==> config.mk <==
export PLATFORM = sky130hd
export DESIGN_NAME = pc_gen
export DESIGN_NICKNAME = d
export VERILOG_FILES = /design/src/rtl/pc_gen.sv
export SDC_FILE = /design/constraint.sdc
export NUM_CORES = 1
export LEC_CHECK = 0
export ABC_AREA = 1
export BUFFER_PORTS_ARGS = -buffer_cell sky130_fd_sc_hd__buf_2
export CELL_PAD_IN_SITES_DETAIL_PLACEMENT = 0
export CELL_PAD_IN_SITES_GLOBAL_PLACEMENT = 1
export CORE_ASPECT_RATIO = 1.25
export CORE_UTILIZATION = 38
export DETAILED_ROUTE_END_ITERATION = 6
export HOLD_SLACK_MARGIN = 0.08
export PLACE_DENSITY = 0.82
export SLEW_MARGIN = 20
export SYNTH_ARGS = -nofsm -noshare
export SYNTH_HDL_FRONTEND = slang
export SYNTH_SLANG_ARGS = --single-unit
==> constraint.sdc <==
create_clock -name clk -period 2.75 [get_ports clk]
set_input_delay 0.275 -clock clk [delete_from_list [all_inputs] [get_ports clk]]
set_output_delay 0.275 -clock clk [all_outputs]
set_load 0.005 [all_outputs]
==> src/rtl/pc_gen.sv <==
// ============================================================================
// pc_gen -- parametrised program-counter generator
//
// Purpose:
//   Produces the fetch address for the core. Each cycle it picks the next PC
//   from one of four sources: sequential, conditional branch, JAL or JALR.
//   The PC can be held with a stall, loaded with a reset vector, and
//   redirected to a trap vector when the selected target is not word aligned.
//   On a trap the faulting PC is saved in epc. A later trap_ret jumps back to
//   that PC; the block does not add 4 to it.
//
// Ports:
//   clk           in   1      clock, every state update on the rising edge
//   rst           in   1      synchronous active-low reset
//   stall         in   1      hold the PC, the next-PC selection is ignored
//   pc_src        in   2      00 seq, 01 cond branch, 10 JAL, 11 JALR
//   branch_taken  in   1      branch condition, only used when pc_src == 01
//   imm_ext       in   WIDTH  sign-extended immediate
//   rs1           in   WIDTH  JALR base register value
//   trap_ret      in   1      return from trap, PC <= epc
//   pc            out  WIDTH  current PC (registered)
//   pc_plus4      out  WIDTH  pc + 4 modulo 2^WIDTH, combinational from pc
//   trap          out  1      high for the single cycle spent in TRAP
//   epc           out  WIDTH  PC of the instruction whose target faulted
//   trap_cnt      out  CNT_W  number of traps taken, saturating
// ============================================================================
module pc_gen #(
    parameter int unsigned WIDTH     = 32,
    parameter logic [31:0] RESET_VEC = 32'h0000_0000,
    parameter logic [31:0] TRAP_VEC  = 32'h0000_0100,
    parameter int unsigned CNT_W     = 8
) (
    input  logic             clk,
    input  logic             rst,
    input  logic             stall,
    input  logic [1:0]       pc_src,
    input  logic             branch_taken,
    input  logic [WIDTH-1:0] imm_ext,
    input  logic [WIDTH-1:0] rs1,
    input  logic             trap_ret,
    output logic [WIDTH-1:0] pc,
    output logic [WIDTH-1:0] pc_plus4,
    output logic             trap,
    output logic [WIDTH-1:0] epc,
    output logic [CNT_W-1:0] trap_cnt
);

    // The vectors are 32-bit parameters. Narrow configurations keep only
    // the low WIDTH bits.
    localparam logic [WIDTH-1:0] RESET_PC = WIDTH'(RESET_VEC);
    localparam logic [WIDTH-1:0] TRAP_PC  = WIDTH'(TRAP_VEC);

    // Next-PC source encodings
    localparam logic [1:0] SRC_SEQ  = 2'b00;
    localparam logic [1:0] SRC_BR   = 2'b01;
    localparam logic [1:0] SRC_JAL  = 2'b10;
    localparam logic [1:0] SRC_JALR = 2'b11;

    // Mask that clears bit 0 of a JALR sum
    localparam logic [WIDTH-1:0] JALR_MASK = {{(WIDTH-1){1'b1}}, 1'b0};

    typedef enum logic {
        ST_RUN  = 1'b0,
        ST_TRAP = 1'b1
    } state_t;

    // Architectural state
    logic [WIDTH-1:0] pc_q,       pc_d;
    logic [WIDTH-1:0] epc_q,      epc_d;
    logic [CNT_W-1:0] trap_cnt_q, trap_cnt_d;
    state_t           state_q,    state_d;
    logic             trap_q,     trap_d;

    // Candidate targets. Every adder is exactly WIDTH bits wide, so the
    // carry out is dropped and the PC wraps modulo 2^WIDTH.
    logic [WIDTH-1:0] seq_target;
    logic [WIDTH-1:0] rel_target;
    logic [WIDTH-1:0] jalr_sum;
    logic [WIDTH-1:0] jalr_target;
    logic [WIDTH-1:0] target;
    logic             misaligned;
    logic             cnt_full;

    assign seq_target  = pc_q + WIDTH'(4);
    assign rel_target  = pc_q + imm_ext;
    assign jalr_sum    = rs1 + imm_ext;
    assign jalr_target = jalr_sum & JALR_MASK;

    // Select the next-PC target. A not-taken branch falls through to the
    // sequential address. Only the selected target is checked for
    // alignment, so an unused adder holding an odd value never traps.
    always_comb begin
        target = seq_target;
        case (pc_src)
            SRC_SEQ:  target = seq_target;
            SRC_BR:   target = branch_taken ? rel_target : seq_target;
            SRC_JAL:  target = rel_target;
            SRC_JALR: target = jalr_target;
            default:  target = seq_target;
        endcase
    end

    assign misaligned = |target[1:0];
    assign cnt_full   = &trap_cnt_q;

    // Next-state logic for the RUN/TRAP machine and everything it owns.
    // In RUN the priority is: trap_ret, then stall, then a misaligned
    // target, then a normal update. A pending trap_ret overrides stall
    // because the return address in epc does not depend on the stalled
    // instruction. A stalled cycle never traps, because the target it
    // would fault on is not being committed. TRAP lasts exactly one cycle.
    // In that cycle all control inputs are ignored and the PC stays on
    // the trap vector.
    always_comb begin
        pc_d       = pc_q;
        epc_d      = epc_q;
        trap_cnt_d = trap_cnt_q;
        state_d    = state_q;

        case (state_q)
            ST_RUN: begin
                if (trap_ret) begin
                    pc_d = epc_q;
                end else if (stall) begin
                    pc_d = pc_q;
                end else if (misaligned) begin
                    pc_d    = TRAP_PC;
                    epc_d   = pc_q;
                    state_d = ST_TRAP;
                    if (!cnt_full) begin
                        trap_cnt_d = trap_cnt_q + CNT_W'(1);
                    end
                end else begin
                    pc_d = target;
                end
            end
            ST_TRAP: begin
                state_d = ST_RUN;
            end
            default: begin
                state_d = ST_RUN;
            end
        endcase

        // trap is registered from the next state, so it is high in exactly
        // the cycle the machine spends in TRAP. No input reaches it
        // combinationally.
        trap_d = (state_d == ST_TRAP);
    end

    // Single state register for the whole block. Reset is synchronous and
    // wins over everything, including a trap that is in progress.
    always_ff @(posedge clk) begin
        if (!rst) begin
            pc_q       <= RESET_PC;
            epc_q      <= '0;
            trap_cnt_q <= '0;
            state_q    <= ST_RUN;
            trap_q     <= 1'b0;
        end else begin
            pc_q       <= pc_d;
            epc_q      <= epc_d;
            trap_cnt_q <= trap_cnt_d;
            state_q    <= state_d;
            trap_q     <= trap_d;
        end
    end

    assign pc       = pc_q;
    assign pc_plus4 = seq_target;
    assign trap     = trap_q;
    assign epc      = epc_q;
    assign trap_cnt = trap_cnt_q;

    // A trap never lasts more than one cycle.
    a_trap_one_cycle : assert property (@(posedge clk) disable iff (!rst)
        trap |=> !trap);

    // The TRAP cycle parks the PC on the trap vector.
    a_trap_pc : assert property (@(posedge clk) disable iff (!rst)
        trap |-> (pc == TRAP_PC));

endmodule

==> results of run 1 <==
[layer usage]
metal	vias to the layer above	global-route usage (%)	wire length, um
met5	-	0	0
met4	0	12.4	1280
met3	63	1.57	1550
met2	315	48.9	16300
met1	4870	36.4	15600
li1	5593	-	-
[synthesized netlist by cell type (9+ instances only)]
library cell,number
a21oi_1,132
buf_2,11
clkbuf_1,18
dfxtp_1,73
ha_1,63
inv_1,312
nand2_1,571
nand3_1,135
nand4_1,14
nor2_1,121
nor3_1,21
o21ai_0,79
or2_2,12
xnor2_1,9
xor2_1,15
[area by class of cell]
type	count	area [um2]
well taps	288	360
clock inverters	4	51.3
inverters	320	1200
repair buffers	205	1110
clock buffers	12	256
flip-flops and latches	73	1460
fillers	2611	12500
multi-input cells	1237	6180
[path summary, 6_finish.rpt]
| kind | end | slack (ns) | depth (start not counted) |
|---|---|---|---|
| worst min register to register | epc[29]$_SDFFE_PN0P_ | 0.50 | 2 |
| worst max register to register | pc[25]$_SDFFE_PN0P_ | 0.33 | 10 |
| worst min-delay path | pc[1]$_SDFFE_PN0P_ | 0.26 | 3 |
| worst max-delay path | pc_plus4[28] | 0.12 | 9 |
[worst register-to-register path, cell delays in order, from the launching register on]
cell     delay [ns]
dfxtp_1        0.43
ha_1           0.23
inv_1          0.06
fa_1           0.49
inv_1          0.04
o21ai_1        0.14
nand3_2        0.14
nor2_4         0.19
buf_4          0.32
nand2_1        0.12
a21oi_1        0.18
[power by group]
part / internal, mW / switching (mW)
logic: 0.633 / 1.15
clock network: 0.753 / 0.479
registers: 1.13 / 0.103
[through the flow]
| step | setup WS, ns | instances | util, % | hold WS (ns) | power [mW] |
|---|---|---|---|---|---|
| after floorplan | 0.717 | 1665 | - | 0.474 | 2.38 |
| after global placement | 0.257 | 2123 | 44.5 | 0.479 | 3.01 |
| after detailed placement | 0.276 | 2123 | 44.5 | 0.495 | 3.01 |
| after CTS | 0.0824 | 2139 | 45.9 | 0.252 | 4.25 |
| after global routing | 0.0243 | 2139 | 45.9 | 0.276 | 4.52 |
| final | 0.121 | 2139 | 45.9 | 0.259 | 4.25 |
[sequential cells by signal, indices dropped and copies added, names as in the netlist]
| register | flops |
|---|---|
| epc | 32 |
| pc | 32 |
| trap_cnt | 8 |
| trap | 1 |
[logic make-up after synthesis]
group / Yosys count / share of synthesized area [%]
buffers and inverters: 355 / 15.3
adder cells (fa/ha/maj): 65 / 9.21
AND/OR/NAND/NOR: 905 / 42.2
flip-flops: 73 / 16.3
AO/OA/AOI/OAI: 242 / 14.5
XOR/XNOR: 25 / 2.52
[timing repair]
item / 4_1_cts / 5_1_grt
endpoints found under the setup margin: 1 / 2
gates resized for setup: 2 / 2
pin swaps: 0 / 0
==> impl.org, run 1 <==
** Hold path
- Path type of the worst min-delay path :: in -> reg
- In this run the most critical hold path is launched from trap_ret.

** GRT
- Pin count of the biggest net entering global routing :: 34
- For this run the aggregate overflow at the end of global routing stands at 0.
- Global-route wire length before repair :: around 54000 um
- Via count of the first global-routing pass :: about 10000
- Gr usage total :: between 20 and 30%
- Antenna violations before repair :: 0

** STA
- On the final layout, the worst clock skew is around 0.011 ns.
- Total setup violations reported at the end of the flow :: 0
- Setup repair after global routing missed its margin :: false
- The worst path needs 2.63 ns of the cycle, external delays included.
- In this run the tightest slew margin relative to its limit is roughly 61%.
- Final Max Slew Viols :: 0
- Total Neg Setup Slack :: 0 ns
- Slew at the pin with the worst max-slew slack :: approximately 0.58 ns
- Max Clk Rate :: 380 MHz
- Portion of the clock cycle consumed by the worst path in the final layout :: about 96%
- Total count of hold-check failures in the final report :: 0

** Floorplan
- For this configuration, the core starts out at a cell density of approximately 40%.
- In this run the vertical extent of the chip is approximately 170 um.
- The die covers around 24000 um2.
- CORE AREA :: roughly 23000 um2
- Horiz. Die Dim :: ~140 um
- I/O pin cnt :: roughly 180
- Standard-cell row count :: 62

** Clock network
- The tree built by TritonCTS fans out to 73 sinks.
- In this run, CTS created clock tree buffers numbering 9.
- Hold buffer count at cts :: 0
- TritonCTS built the clock tree.
- Clk buf depth :: 2
- After clock tree synthesis, the clock-pin slew on the worst setup and hold paths is 0.06 ns.
- Insertion delay to the later sink of the worst-skew pair :: roughly 0.34 ns
- H-tree level count :: 3
- Clock tree synthesis selected as its root buffer the cell clkbuf_16.
- Buffers inserted by post-CTS timing repair :: 0

** Yosys
- Synth top area share :: between 20% and 30%
- Mean Syn Cell Area :: around 5.4 um2
- Number of storage elements in the synthesis netlist :: 73
- Number of synthesized flops with an enable pin :: 0
- The largest total area in the synthesized netlist belongs to nand2_1.
- Proportion of synthesized chip area in sequential cells :: between 10% and 20%
- The cell area that synthesis handed to floorplanning was approximately 9000 um2.
- Number of nets produced by synthesis :: around 1800
- Counting every instance in the synthesized netlist gives ~1700.
- Count of synthesis-stage warnings from yosys :: 0
- The synthesized netlist contains between 40 and 50 unique library cells.
- Post-synth top flop :: dfxtp_1
- Counting flops with an async set or reset pin after synthesis yields a share of 0%.
- Largest cells by area after synthesis :: nand2_1 24%, dfxtp_1 16%, inv_1 13%, ha_1 8.8%, nand3_1 7.5%

** Flow run
- Max-cap violations in this run came to 0.

** Final layout
- The library cell used most frequently in the layout, excluding fill and tap cells, is nand2_1.
- The number of antenna diodes in the final layout is 0.
- Highest-count cells in the layout ignoring fill and taps :: 571 x nand2_1, 312 x inv_1, 175 x buf_2, 135 x nand3_1, 132 x a21oi_1
- Relative to the synthesized area, the layout overhead comes to 18.1%.
- After routing the design area is approximately 11000 um2.
- Fraction of final layout cells with drive strength greater than 1 :: 14.2%
- Total number of nets in the final design :: around 2000

** Power and ir drop
- Total power divided by cell area :: ~400 nW/um2
- Summed over all cells, the static leakage comes to 6.16 nW.
- Worst-case vdd ir drop :: roughly 0.00035 V

** Drt
- Vias per Instance :: 5.07
- Residual DRC :: 0
- The first TritonRoute pass finished after 5 iterations.
- In the final routed layout, each cell accounts on average for approximately 16 um.
- In this run the remaining antenna-violating nets after routing total 0.
- The routed design has 34700 um of wire.
- Iter 0 DRT Violations :: between 600 and 700
- The routed layout has approximately 11000 vias.

** Worst setup path
- The kind of cell with the highest combined delay along the critical path is simple AND/OR/NAND/NOR gates.
- Cell with the biggest individual delay on the critical path :: dfxtp_1
- Number of buffer and inverter instances along the worst setup path :: 3
- Category of the worst setup path capture point :: output port
- At the worst endpoint, the arrival time is roughly 2.4 ns.
- The worst setup path is launched from a register.
- The worst register-to-register path begins at pc[0]$_SDFFE_PN0P_.
- Among the stages of the critical path, the cell type that occurs most often is nand2_1.
- Max stage delay on crit path :: 0.52 ns
- Maximum fanout along the worst path :: 7
- Critical Path, Cell by Cell :: nand2_1, nor3_1, nand3_1, inv_1, nand2_1, nand2_1, nand2_1, inv_1, buf_2
- The critical path is of the reg -> out type.
- Beginning of the critical path :: pc[6]$_SDFFE_PN0P_
- At the worst endpoint, the required time is between 2 and 2.5 ns.

** Outcome
- Status :: completed

** Placement
- Summed over all nets, the half-perimeter wirelength after detailed placement is between 20000 and 30000 um.
- Total of buffers placed on input and output ports :: 175
- Routability-driven placement finished with a final weighted congestion of between 0.9 and 1.
- Once placement finished, the instance area stood at between 10000 and 15000 um2.
(Power assumes the default switching activity.)
==> run 2, diff against run 1 <==
CORE_UTILIZATION = 30   (was 38)
PLACE_DENSITY = 0.67   (was 0.82)
SLEW_MARGIN = default   (was 20)
==> run 2 against run 1 <==
Clock-buffer cell count decreased by 2. Sequential power is essentially flat. Maximum frequency shrank 0.52%. Global-route usage shrank 3.7 points. Final area increased by 1.2%. Hold slack better by 0.18 ns. Largest cell class unchanged. Highest routed layer unchanged.
==> impl.org, run 2 (synthesis gave the netlist of run 1 again) <==
** STA
- Slew Limit Headroom :: 50.9% (-10 points)
- The time the final worst path needs with I/O delays and setup is 2.64 ns (+0.0138 ns).
- Max Clk Rate :: 378 MHz (-0.52%)
- The smallest setup slack after layout is 0.108 ns (-0.0138 ns).
- The fraction of the cycle the final worst path needs was 96.1% (+0.50 points).
- Total count of hold-check failures in the final report :: 0 (unchanged)
- Total setup violations reported at the end of the flow :: 0 (unchanged)
- Slew at the pin with the worst max-slew slack :: 0.736 ns (+0.159 ns)
- The worst hold slack came to 0.440 ns (+0.181 ns).
- Total Neg Setup Slack :: 0 ns (unchanged)
- Clock Skews :: 0.00980 ns (-0.00110 ns)
- Final Max Slew Viols :: 0 (unchanged)

** Clock network
- Insertion delay to the later sink of the worst-skew pair :: 0.35 ns (about the same)
- TritonCTS built the clock tree.
- The post-CTS setup buffer count is 0 (unchanged).
- Number of buffers added by the clock tree synthesis step :: 9 (unchanged)
- Cell at the root of the clock tree :: clkbuf_16
- Clock-pin transition on the worst setup and hold timing paths :: 0.06 ns (about the same)
- The buffer levels on the longest clock path is 2 (unchanged).
- Hold buffer count at cts :: 0 (unchanged)
- H-tree level count :: 3 (unchanged)
- The total number of clock tree sinks was 73 (unchanged).

** Hold path
- The number of cells on the worst hold path is 5 (+2).
- The min-delay analysis places its worst path in the category in -> reg.

** Floorplan
- Standard-cell row count :: 70 (+13%)
- The die span in x was 157 um (+12%).
- Overall die area :: 30700 um2 (+26%)
- The core area is 29300 um2 (+27%).
- I/O pin cnt :: 176 (unchanged)
- Initial core utilization :: 30.6% (-8.3 points)
- The vertical die dimension is 196 um (+12%).

** Final layout
- Post-route design area :: 10800 um2 (+1.2%)
- The count of placed standard cells in the final layout, fillers left out came to 2249 (+5.1%).
- The top cell types in the final layout, fill and taps aside, are 571 x nand2_1, 312 x inv_1, 175 x buf_2, 135 x nand3_1, 132 x a21oi_1.
- The library cell used most frequently in the layout, excluding fill and tap cells, is nand2_1.
- Sequential cell area :: 1460 um2 (about the same)
- Fraction of final layout cells with drive strength greater than 1 :: 14.3% (+0.15 points)
- Multi-input gate area :: 6190 um2 (+0.26%)
- The number of fillers in the final layout is 3424 (+31%).
- The final net count came to 1984 (+0.10%).
- The number of diodes is 0 (unchanged).
- Signed area change from the synthesized netlist to the final layout :: 19.6%
- Fin util :: 36.6% (-9.3 points)

** Placement
- Total of buffers placed on input and output ports :: 175 (unchanged)
- The sum of net half-perimeters after detailed placement came to 31900 um (+9.8%).
- Total placed cells including tap cells :: 2233 (+5.2%)
- The global placer's final weighted congestion came to 0.944 (-0.74%).
- Placed inst area :: 10400 um2 (+1.5%)
- The pre-CTS setup slack came to 0.255 ns (-0.0206 ns).

** Worst setup path
- Max stage delay on crit path :: 0.41 ns (-0.11 ns)
- The biggest fanout along the worst timing path was 7 (unchanged).
- Critical path class :: reg -> reg
- Grouping stages by cell kind, the critical path spends the most delay in simple AND/OR/NAND/NOR gates.
- Category of the worst setup path capture point :: register
- Arrival time at the worst endpoint :: 2.92 ns (+0.57 ns)
- Cell count along the critical path :: 11 (+2)
- Cell with the biggest individual delay on the critical path :: dfxtp_1
- The worst setup path is launched from a register.
- Required time at the endpoint of the critical path :: 3.03 ns (+0.55 ns)
- Number of buffer and inverter instances along the worst setup path :: 1 (-2)
- The cell count of the worst reg-to-reg path is 11 (+1).
- Critical Path, Cell by Cell :: ha_1, nand2_1, nor2_1, inv_1, nor2_1, nand4_1, nand4_1, nand3_1, nand3_1, nand2_1, a21oi_1

** Drt
- Post-detailed-routing wire length :: 37300 um (+7.4%)
- Vias per Instance :: 4.77 (-5.9%)
- Detailed-router iteration count before antenna repair :: 5 (unchanged)
- Count of vias placed by the detailed router :: 10700 (-1.1%)
- Residual DRC :: 0 (unchanged)
- The number of nets with antenna violations after detailed routing came to 0 (unchanged).
- Average wire per cell in the routed design :: 16.6 um (+2.2%)
- Iter 0 DRT Violations :: 606 (-5.8%)

** GRT
- The overall overflow remaining after global route came to 0 (unchanged).
- Global-route wire length before repair :: 57000 um (+6.3%)
- Antenna violations before repair :: 0 (unchanged)
- Via count of the first global-routing pass :: 10300 (+0.45%)
- The total routing usage reported by global routing came to 24.6% (-3.7 points).
- Pin count of the biggest net entering global routing :: 39 (+15%)

** Power and ir drop
- The power after layout came to 4.16 mW (-2.2%).
- Static power due to leakage :: 6.16 nW (about the same)
- The peak supply drop was 0.000235 V (-33%).
- Total power divided by cell area :: 387 nW/um2 (-3.4%)

** Outcome
- The run finished with clean final reports.

** Flow run
- The max-capacitance violation count is 0 (unchanged).
## run 2: cell count changes in the layout (fill, tap and decap cells not counted), sizes merged
cell      previous run  this run
clkinvlp             1         3
clkbuf              12        10
buf                205       207
bufinv               1         0
clkinv               4         5
## run 2: final cells by class
type                       count  share of cell area [%]
multi-input combinational   1237                    57.6
clock inverter                 6                   0.419
timing repair buffer         207                    10.5
clock buffer                  10                    2.13
sequential                    73                    13.6
inverter                     320                    11.2
tap                          396                    4.61
## run 2: power by group
| group | switching [mW] | internal [mW] |
|---|---|---|
| Clock | 0.503 | 0.612 |
| Sequential | 0.0934 | 1.13 |
| Combinational | 1.18 | 0.639 |
| Total | 1.78 | 2.38 |
## run 2: worst min-delay path: stages
cell and delay (ns):
buf_2 0.10, nor3_1 0.05, nand2_2 0.12, a31oi_4 0.08
a21oi_1 0.13
## run 2: layer usage
metal	GRT usage, %	part of all wire, %	vias up
met1	31.4	45	4802
li1	-	-	5596
met5	0	0	-
met3	2.26	4.2	52
met2	41.9	47	276
met4	10.3	3.7	0
## run 2: what timing repair did
item / in CTS / in global routing
cloned: 0 / 0
setup endpoints to repair: 1 / 4
gates resized for setup: 1 / 5
## run 2: final timing paths
path                  startpoint                        to  slack (ns)
min reg2reg  epc[1]$_SDFFE_PN0P_        pc[1]$_SDFFE_PN0P_        0.50
min                        stall  trap_cnt[0]$_SDFFE_PN0P_        0.44
max reg2reg  pc[16]$_SDFFE_PN0P_       pc[19]$_SDFFE_PN0P_        0.11
max          pc[16]$_SDFFE_PN0P_       pc[19]$_SDFFE_PN0P_        0.11
==> run 3, diff against run 2 <==
CELL_PAD_IN_SITES_DETAIL_PLACEMENT = default   (was 0)
CELL_PAD_IN_SITES_GLOBAL_PLACEMENT = default   (was 1)
PLACE_DENSITY = 0.48   (was 0.67)
==> run 3 against run 2 <==
First-iteration DRC count increased by 14%. Non-clock buffer count up 3. Via count down 0.48%. Highest routed layer unchanged. Critical path depth is 4 lower. Core utilization up 0.31 points. Clock skew up 0.0017 ns. Total power is 7.0% higher.
==> impl.org, run 3 (synthesis gave the netlist of run 1 again) <==
** Outcome
- Status :: completed

** Clock network
- Number of clock sinks :: 73 (unchanged)
- H-tree level count :: 3 (unchanged)
- The root buffer cell chosen for the clock tree is clkbuf_16.
- The quantity of gates resized following cts came to 3 (+2).
- The number of buffers inserted during clock tree synthesis was 9 (unchanged).
- The number of hold buffers added after CTS is 0 (unchanged).
- The clock-pin slew on the worst setup and hold paths is 0.06 ns (about the same).
- The later-pin clock latency in the skew report is 0.35 ns (about the same).
- TritonCTS built the clock tree.
- The post-CTS setup buffer count is 0 (unchanged).
- The buffer levels on the longest clock path is 2 (unchanged).

** Power and ir drop
- Switching share of power :: 40.1% (-2.6 points)
- The power after layout was 4.45 mW (+7.0%).
- The power share of the clock group is 31.5% (+4.7 points).
- Share of total power in sequential cells :: 27.5% (-2.0 points)
- NetSw :: 1.78 mW (+0.41%)
- Cell-internal power :: 2.67 mW (+12%)
- The static leakage is 6.21 nW (+0.71%).
- Combinational share of power :: 41.0% (-2.7 points)
- The power density over the cells is 411 nW/um2 (+6.1%).
- The peak supply drop was 0.000305 V (+30%).

** Drt
- Count of vias placed by the detailed router :: 10700 (-0.48%)
- Average wire per cell in the routed design :: 16.4 um (-1.0%)
- The post-detailed-route DRC marker count was 0 (unchanged).
- Detailed-router iteration count before antenna repair :: 6 (+1)
- Post-route antenna net violation count :: 0 (unchanged)
- The mean number of vias per cell is 4.74 (-0.61%).
- Iter 0 DRT Violations :: 688 (+14%)
- Post-detailed-routing wire length :: 37000 um (-0.91%)

** STA
- Setup repair after global routing missed its margin :: false
- The maximum clock frequency is 383 MHz (+1.3%).
- Clock Skews :: 0.0115 ns (+0.00168 ns)
- The final-layout setup total negative slack is 0 ns (unchanged).
- The transition time at the pin with the least slew margin is 0.745 ns (+0.00899 ns).
- The max-slew violation count came to 0 (unchanged).
- The final number of hold-violating endpoints came to 0 (unchanged).
- Min cycle time layout :: 2.61 ns (-0.0328 ns)
- The number of setup violations in the final report is 0 (unchanged).
- Hold Worst Slack :: 0.430 ns (-0.0104 ns)
- Portion of the clock cycle consumed by the worst path in the final layout :: 94.9% (-1.2 points)
- Slew Limit Headroom :: 50.3% (-0.60 points)

** Placement
- The quantity of I/O buffers inserted on ports is 175 (unchanged).
- The global placer's final weighted congestion is 0.920 (-2.5%).
- Final HPWL DP :: 31700 um (-0.77%)

** Worst setup path
- Maximum fanout along the worst path :: 7 (unchanged)
- STA classifies the critical path startpoint as a register.
- Cell with the biggest individual delay on the critical path :: dfxtp_2
- The data arrival time of the critical path is 2.33 ns (-0.59 ns).
- Cell family with the largest share of critical-path delay :: simple AND/OR/NAND/NOR gates
- The critical path in this run is classified as reg -> out.
- Category of the worst setup path capture point :: output port
- The data required time of the critical path is 2.48 ns (-0.55 ns).
- Critical Path, Cell by Cell :: ha_2, nand3_2, nor3_4, inv_1, nor2_1, xor2_1, buf_2
- Max stage delay on crit path :: 0.42 ns (about the same)
- The combined buffer and inverter count along the critical path is 2 (+1).

** Floorplan
- I/O pin cnt :: 176 (unchanged)
- Standard-cell row count :: 70 (unchanged)
- CORE AREA :: 29300 um2 (unchanged)
- The total die area was 30700 um2 (unchanged).
- Initial core utilization :: 30.6% (unchanged)
- Vertical extent of the die :: 196 um (unchanged)
- Horiz. Die Dim :: 157 um (unchanged)

** Final layout
- The top cell types in the final layout, fill and taps aside, are 571 x nand2_1, 312 x inv_1, 175 x buf_2, 135 x nand3_1, 132 x a21oi_1.
- The final net count came to 1987 (+0.15%).
- The library cell used most frequently in the layout, excluding fill and tap cells, is nand2_1.
- Antenna Diode Count :: 0 (unchanged)
- Signed area change from the synthesized netlist to the final layout :: 20.6%
- The share of final-layout standard cells stronger than drive strength 1 is 14.4% (+0.085 points).

** GRT
- The via count of the first global-routing pass is 10100 (-2.0%).
- Gr usage total :: 24.4% (-0.21 points)
- Total grt overflow :: 0 (unchanged)
- Global-route wire length before repair :: 56600 um (-0.69%)
- In this run the most used layer during global routing was met2.
- Fraction of met3 tracks used by global routing :: 1.89% (-0.38 points)
- The routing usage on met2 was 41.8% (-0.082 points).
- The number of antenna violations at the first check in global routing was 0 (unchanged).
- Met1 GRT Util :: 32.0% (+0.55 points)
- Pin count of the biggest net entering global routing :: 41 (+5.1%)

** Flow run
- The max-capacitance violation count came to 0 (unchanged).

** Hold path
- The path class of the tightest hold or removal check is in -> reg.
run 3: cell types whose count changed in the layout (fill, tap and decap cells not counted), sizes merged:
cell,previous run,this run
buf,207,210
bufinv,0,3
clkinv,5,3
clkinvlp,3,1
inv,318,319
run 3: worst paths after layout:
check	start	to	slack, ns	depth (start not counted)
setup / recovery	pc[2]$_SDFFE_PN0P_	pc_plus4[16]	0.14	7
hold / removal	stall	trap_cnt[7]$_SDFFE_PN0P_	0.43	6
setup reg to reg	pc[16]$_SDFFE_PN0P_	pc[19]$_SDFFE_PN0P_	0.29	12
hold reg to reg	trap_cnt[5]$_SDFFE_PN0P_	trap_cnt[5]$_SDFFE_PN0P_	0.49	2
run 3: area by class of cell:
cell class                      count  area, um2
Clock buffer                       10        229
Sequential cell                    73       1460
Tap cell                          396        495
Timing Repair Buffer              210       1160
Multi-Input combinational cell   1237       6180
Clock inverter                      6        115
Inverter                          320       1200
Fill cell                        3356      18500
run 3: power groups by stage:
stage / sequential (mW) / clock [mW] / combinational (mW)
floorplan: 1.24 / 0 / 1.14
global placement: 1.25 / 0 / 1.82
global route: 1.24 / 1.46 / 2.05
CTS: 1.22 / 1.43 / 1.83
detailed placement: 1.25 / 0 / 1.82
finish: 1.23 / 1.40 / 1.82
run 3: metal layers:
layer | part of all wire, % | vias up
li1 | - | 5600
met1 | 44 | 4770
met2 | 48 | 260
met3 | 5.2 | 45
met4 | 2.7 | 0
met5 | 0 | -
run 3: worst reg2reg max path: stages, from the launching register on:
cell and delay, ns:
dfxtp_1 0.42, ha_1 0.43, nand2_1 0.12, nor2_1 0.18, inv_1 0.06, nor2_1 0.33
nand4_1 0.26, nand3_1 0.15, nand2_1 0.05, nand3_1 0.08, nand3_1 0.12, nand2_1 0.09
a21oi_1 0.06
run 3: per-stage QoR:
stage	worst slack, ns	area (um2)	instances	utilization, %
finish	0.140	10800	2252	37.0
global route	0.0458	10800	2252	37.0
CTS	0.0536	10800	2252	36.9
detailed placement	0.170	10500	2236	35.7
global placement	0.132	10500	2236	35.7
floorplan	0.717	8990	1665	-
